`src/rtl/bounce_pkg.sv`:
```
// Shared definitions for the switch-bounce emulator: FSM states and LFSR constants.
package bounce_pkg;

  localparam int LFSR_W = 16;
  // x^16 + x^14 + x^13 + x^11 + 1 in right-shifting Galois form
  localparam logic [LFSR_W-1:0] LFSR_TAPS = 16'hB400;
  localparam logic [LFSR_W-1:0] DEFAULT_SEED = 16'hACE1;

  typedef enum logic {
    ST_IDLE   = 1'b0,
    ST_BOUNCE = 1'b1
  } bounce_state_e;

  function automatic logic [LFSR_W-1:0] lfsr_step(input logic [LFSR_W-1:0] s);
    return {1'b0, s[LFSR_W-1:1]} ^ (s[0] ? LFSR_TAPS : '0);
  endfunction

endpackage

```
`src/rtl/bounce_gen_lfsr16.sv`:
```
// Free-running 16-bit Galois LFSR; restarts from SEED on reset so bounce patterns are repeatable.
module lfsr16
  import bounce_pkg::*;
#(
  parameter logic [LFSR_W-1:0] SEED = DEFAULT_SEED
) (
  input  logic              clk,
  input  logic              rst_n,
  output logic [LFSR_W-1:0] state_o
);

  logic [LFSR_W-1:0] lfsr_q;
  logic [LFSR_W-1:0] lfsr_d;

  always_comb begin
    lfsr_d = lfsr_step(lfsr_q);
  end

  always_ff @(posedge clk or negedge rst_n) begin
    if (!rst_n) begin
      lfsr_q <= SEED;
    end else begin
      lfsr_q <= lfsr_d;
    end
  end

  assign state_o = lfsr_q;

endmodule

```
`src/rtl/bounce_gen.sv`:
```
// Mechanical contact bounce emulator: follows a clean level i, and when enabled chatters o with
// pseudo-random segment lengths for a fixed window after each edge before settling on the target.
module bounce_gen
  import bounce_pkg::*;
#(
  parameter int                BOUNCE_CYCLES = 64,
  parameter int                SEG_W         = 3,
  parameter logic [LFSR_W-1:0] SEED          = DEFAULT_SEED
) (
  input  logic clk,
  input  logic rst_n,
  input  logic i,
  input  logic en,
  output logic o,
  output logic busy_o,
  output logic done_o
);

  localparam int WIN_W = $clog2(BOUNCE_CYCLES);
  localparam logic [WIN_W-1:0] WIN_LOAD = WIN_W'(BOUNCE_CYCLES - 1);

  bounce_state_e     state_q, state_d;
  logic              tgt_q, tgt_d;
  logic              o_q, o_d;
  logic              busy_q, busy_d;
  logic              done_q, done_d;
  logic [WIN_W-1:0]  win_q, win_d;
  logic [SEG_W-1:0]  seg_q, seg_d;
  logic [LFSR_W-1:0] lfsr;
  logic              edge_det;
  logic              lfsr_unused;

  lfsr16 #(
    .SEED(SEED)
  ) u_lfsr (
    .clk    (clk),
    .rst_n  (rst_n),
    .state_o(lfsr)
  );

  assign edge_det    = (i != tgt_q);
  assign lfsr_unused = ^lfsr[LFSR_W-1:SEG_W];

  always_comb begin
    state_d = state_q;
    tgt_d   = tgt_q;
    o_d     = o_q;
    win_d   = win_q;
    seg_d   = seg_q;
    done_d  = 1'b0;
    case (state_q)
      ST_IDLE: begin
        o_d = tgt_q;
        if (edge_det) begin
          tgt_d = i;
          o_d   = i;
          if (en) begin
            state_d = ST_BOUNCE;
            win_d   = WIN_LOAD;
            seg_d   = lfsr[SEG_W-1:0];
          end
        end
      end
      ST_BOUNCE: begin
        // A retrigger on the final cycle wins over ending the window.
        if (!edge_det && win_q == '0) begin
          o_d     = tgt_q;
          done_d  = 1'b1;
          state_d = ST_IDLE;
        end else begin
          if (edge_det) begin
            tgt_d = i;
            win_d = WIN_LOAD;
          end else begin
            win_d = win_q - 1'b1;
          end
          if (seg_q == '0) begin
            o_d   = ~o_q;
            seg_d = lfsr[SEG_W-1:0];
          end else begin
            seg_d = seg_q - 1'b1;
          end
        end
      end
      default: state_d = ST_IDLE;
    endcase
    busy_d = (state_d == ST_BOUNCE);
  end

  always_ff @(posedge clk or negedge rst_n) begin
    if (!rst_n) begin
      state_q <= ST_IDLE;
      tgt_q   <= 1'b0;
      o_q     <= 1'b0;
      busy_q  <= 1'b0;
      done_q  <= 1'b0;
      win_q   <= '0;
      seg_q   <= '0;
    end else begin
      state_q <= state_d;
      tgt_q   <= tgt_d;
      o_q     <= o_d;
      busy_q  <= busy_d;
      done_q  <= done_d;
      win_q   <= win_d;
      seg_q   <= seg_d;
    end
  end

  assign o      = o_q;
  assign busy_o = busy_q;
  assign done_o = done_q;

endmodule

```
`config.mk`:
```
export PLATFORM = sky130hd
export DESIGN_NAME = bounce_gen
export DESIGN_NICKNAME = d
export VERILOG_FILES = /design/src/rtl/bounce_pkg.sv /design/src/rtl/bounce_gen_lfsr16.sv /design/src/rtl/bounce_gen.sv
export SDC_FILE = /design/constraint.sdc
export NUM_CORES = 1
export LEC_CHECK = 0
export BUFFER_PORTS_ARGS = -buffer_cell sky130_fd_sc_hd__buf_2
export CORE_AREA = 2 2 52 54
export CTS_BUF_LIST = sky130_fd_sc_hd__clkbuf_16
export DETAILED_ROUTE_END_ITERATION = 16
export DIE_AREA = 0 0 54 56
export GPL_ROUTABILITY_DRIVEN = 0
export PLACE_DENSITY = 0.68
export SLEW_MARGIN = 0
export SYNTH_ARGS = -nofsm -noshare
export SYNTH_HDL_FRONTEND = slang
export SYNTH_SLANG_ARGS = --single-unit
export TNS_END_PERCENT = 10
```
`constraint.sdc`:
```
create_clock -name clk -period 2.1 [get_ports clk]
set_input_delay 0.21 -clock clk [delete_from_list [all_inputs] [get_ports clk]]
set_output_delay 0.21 -clock clk [all_outputs]
set_load 0.02 [all_outputs]
```
# == Word level (Yosys, flattened, before mapping) ==
# Index checks and enable logic that the tools add are counted.
# Widths: inputs -> output; s select.
# totals
register_bits,29
input_bits,4
out_inout_bits,3
# op_classes
addsub,2
n_eq_ne,5
mux,23
n_bitwise,3
n_reduce_logical,5
# ops
op,count
$mux 6,4
$mux 16,1
$xor 15x16->16,1
$mux 3,4
$pmux 6 s2,1
$mux 1,9
$logic_not 6->1,1
$ne 2x2->1 const B,3
$pmux 1 s2,3
$pmux 3 s2,1
$sub 6x1->6 const B,1
$logic_not 3->1,1
$ne 3x1->1 const B,1
$reduce_and 3->1,1
$sub 3x1->3 const B,1
$not 1->1,2
$logic_and 1x1->1,1
$logic_not 1->1,1
$ne 1x1->1,1

# == Logic depth before layout (Yosys ltp) ==
# logic_depth
word_depth,5
depth_mapped,7
mapped_depth_nobuf,6

# == Hierarchy ==
# Synthesis repeated with hierarchy kept, for this count alone.
# hier_totals
hier_cells,103
hier_area_um2,1310.0
# modules_own_cells
module,n_inst,cells_each,area_per_inst_um2,seq_area_each_um2
bounce_gen,1,71,775.7,325.3
lfsr16,1,32,534.3,410.4

# == Worst setup path before layout ==
# Ideal clock, no wire load.
# synth_timing
path_type,reg-to-reg
from,register tgt_q
to,register win_q[2]
setup_time_ns,0.134
arrival_ns,1.469
t_required_ns,1.966
setup_slack_ns,0.497
path_stages_with_launch,8
path_buffers,1
synth_period_minus_slack_ns,1.603
path_cell_list,dfrtp_1 -> inv_1 -> ha_1 -> clkbuf_1 -> nand3b_1 -> o22ai_4 -> inv_2 -> a2bb2oi_1
# synth_via
elab_chain_cells,5
# synth_rtl
item,line_no,rtl
"start, declared",bounce_gen.sv:23,"logic tgt_q, tgt_d;"
"start signal, assigned",bounce_gen.sv:101,tgt_q <= tgt_d;
$ne 1x1->1 (*),bounce_gen.sv:41,assign edge_det = (i != tgt_q);
$logic_not 1->1,bounce_gen.sv:66,if (!edge_det && win_q == '0) begin
$logic_and 1x1->1,bounce_gen.sv:66,
$ne 2x2->1 (no line),n/a,
$reduce_and 3->1 (no line),n/a,
"end signal, assigned",bounce_gen.sv:105,win_q <= win_d;
"end, declared",bounce_gen.sv:27,"logic [WIN_W-1:0] win_q, win_d;"
# Mark *: on every way between the ends. The rest lies on a longest branch, timed or not. The select of a mux whose other input is x is not followed.
# A chain may end at the register's enable or synchronous reset.

# == Worst setup path after layout ==
# Same ends and word-level chain as after synthesis.

==> impl_metrics.yaml <==
status:
  status: "complete, no violations"
yosys:
  yosysMostFrequentCell: "dfrtp_1"
  synth_area_mm2: 0.00123
  yosysSeqAreaShare_pct: 59.6
  synth.ff_latch_count: 29
  syn_nets: 108
  synth_top_family_by_area: "compound AO/OA/AOI/OAI gates"
  synth_area_leader_cell: "dfrtp_1"
  synthXorXnorAreaFrac_pct: 2.84
  synth_area_leaders: "dfrtp_1 43%, dfstp_2 17%, ha_1 6.1%, mux2i_1 3.2%, inv_1 2.7%"
  yosys-top-cells-count: "21 x dfrtp_1, 9 x inv_1, 8 x dfstp_2, 6 x ha_1, 4 x mux2i_1"
  netlist_instances: 98
  yosysTopAreaCellShare_pct: 42.6
  async_reset_ff_share_pct: 100
  synth_edf_count: 0
  synth-simple-area-share_pct: 11.9
  synth_compound_area_share_pct: 12.4
  synth_warnings: 0
  ys_types: 38
  syn_avg_cell_area_um2: 12.6
  synthMuxAreaShare_pct: 3.24
  synth_fa_ha_area_share_pct: 6.08
  synthFlopType: "dfrtp_1"
global_route:
  antenna_found_initial: 0
  grt_max_degree: 30
  grt_pass1_wl_um: 3620
  grt_usage_pct: 17.4
  grt-ovfl-total: 0
  grt_pass1_vias: 791
die:
  start_util_pct: 50.8
  rows: 18
  coreArea_mm2: 0.00243
  dieArea_mm2: 0.00302
  pin_count: 7
  die_w_um: 54
  die_h_um: 56
finish:
  instances_no_fill: 141
  final_area_mm2: 0.00147
  drive_above_1_share_pct: 21.6
  n_antenna_cell: 0
  nets: 120
  areaGrowthSynthToFinish_pct: 19.0
placement:
  place_ws_ns: 0.411
  place_inst: 132
  port_buffers: 6
  place_area_mm2: 0.00130
  dpl.hpwl_um: 1370
routing:
  routed_wirelength_um: 2090
  avgViaCountPerCell: 5.58
  dr.pass1.iters: 4
  post-route-drc-count: 0
  num_vias: 787
  drt_iter0_drc: 9
  wl_per_cell_um: 14.9
  ant_nets: 0
sta:
  clock_skew_ns: 0.00602
  setup_violations: 0
  hold_ws_ns: 0.244
  drv_slew: 0
  relSlewSlack_pct: 60.0
  fmax_mhz: 581
  fin_crit_sh_pct: 82.0
  finalHoldViolCount: 0
  layout_setup_ws_ns: 0.379
  period_minus_slack_ns: 1.72
  tightest_slew_ns: 0.601
  rsz0062_at_grt: "false"
  finalSetupTns_ns: 0
worst_setup_path:
  endpoint_kind: "register"
  path_max_fanout: 11
  cp.required_ns: 2.24
  crit_path_start: "tgt_q"
  critPathKind: "reg2reg"
  critPathLaunchType: "register"
  reg2reg_from: "tgt_q"
  arrival_ns: 1.86
pwr:
  p_comb_share_pct: 19.9
  p_int_w: 0.00134
  power_frac_clock_pct: 43.0
  p_sw_w: 0.000473
  ir_worst_vdd_mv: 0.832
  leakage_nw: 0.706
  switching_share_pct: 26.1
  power_density_mw_per_mm2: 1230
  pwr-share-seq_pct: 37.1
hold_path:
  hold_path.class: "in2reg"
  hp-start: "en"
clock_network:
  htree_levels: 2
  cts.sinks: 29
  root_buffer: "clkbuf_16"
  clk_pin_slew_ns: 0.05
  clk_path_buf_depth: 2
  ctsResizeCount: 0
  clkLatencyLatePin_ns: 0.27
  cts_tree: "built"
  cts_buffers: 5
run:
  cap_violations: 0
==> state kept, by name (all words and copies together), names as in the netlist <==
signal          cells
win_q               6
u_lfsr.state_o     16
tgt_q               1
seg_q               3
done_o              1
o                   1
busy_o              1
==> power groups by stage <==
| stage | clock (W) | sequential (W) | combinational (W) |
|---|---|---|---|
| after floorplan | 0 | 0.000682 | 0.000270 |
| after global placement | 0 | 0.000677 | 0.000346 |
| after detailed placement | 0 | 0.000682 | 0.000361 |
| after CTS | 0.000794 | 0.000674 | 0.000368 |
| after global routing | 0.000826 | 0.000684 | 0.000418 |
| final | 0.000781 | 0.000674 | 0.000361 |
==> placed cells by master, fill, tap and decap left out, types with 4 or more instances in the layout <==
master | synthesis | final
dfrtp_1 | 21 | 21
inv_1 | 9 | 10
dfstp_2 | 8 | 8
ha_1 | 6 | 6
buf_2 | 1 | 6
clkbuf_16 | 0 | 5
mux2i_1 | 4 | 4
==> through the flow <==
step | total power, W | utilization [%]
finish | 0.00182 | 60.4
global route | 0.00193 | 60.4
CTS | 0.00184 | 60.4
detailed placement | 0.00104 | 53.3
global placement | 0.00102 | 53.3
floorplan | 0.000952 | -
==> worst max-delay path, stage by stage (launching register included) <==
cell	delay, ns
dfrtp_1	0.37
inv_1	0.06
ha_1	0.45
nand3b_1	0.23
o22ai_4	0.24
inv_2	0.10
a2bb2oi_1	0.14
==> final cells by class <==
type                       instances  area [µm²]
clock buffer                       5         125
tap                               30        37.5
timing repair buffer               8        47.5
clock inverter                     3        37.5
fill                             198         962
inverter                          10        37.5
sequential                        29         736
multi-input combinational         56         449
==> logic make-up after synthesis <==
logic type / count (synthesis)
AO/OA/AOI/OAI: 20
flip-flops: 29
XOR/XNOR: 4
buffers and inverters: 13
adder cells (fa/ha/maj): 6
multiplexers: 4
AND/OR/NAND/NOR: 22
==> path summary, 6_finish.rpt <==
check | endpoint | depth (start not counted) | slack, ns
worst max-delay path | win_q[2] | 6 | 0.38
worst min-delay path | win_q[4] | 3 | 0.24
worst max register to register | win_q[2] | 6 | 0.38
worst min register to register | u_lfsr.state_o[8] | 0 | 0.34
max in group asynchronous | tgt_q | 2 | 1.22
min in group asynchronous | win_q[0] | 2 | 0.48
==> repair_timing <==
action                    CTS  global route
hold endpoints to repair   21             0
setup buffers               0             0
hold buffers                1             0
==> routing by layer <==
metal | part of all wire (%) | vias up | GRT usage [%]
li1 | - | 371 | -
met1 | 47 | 384 | 22.7
met2 | 43 | 23 | 22.8
met3 | 6.7 | 9 | 8.87
met4 | 3.1 | 0 | 10.0
met5 | 0 | - | 0
No activity file was read; power rests on OpenSTA's default activity.
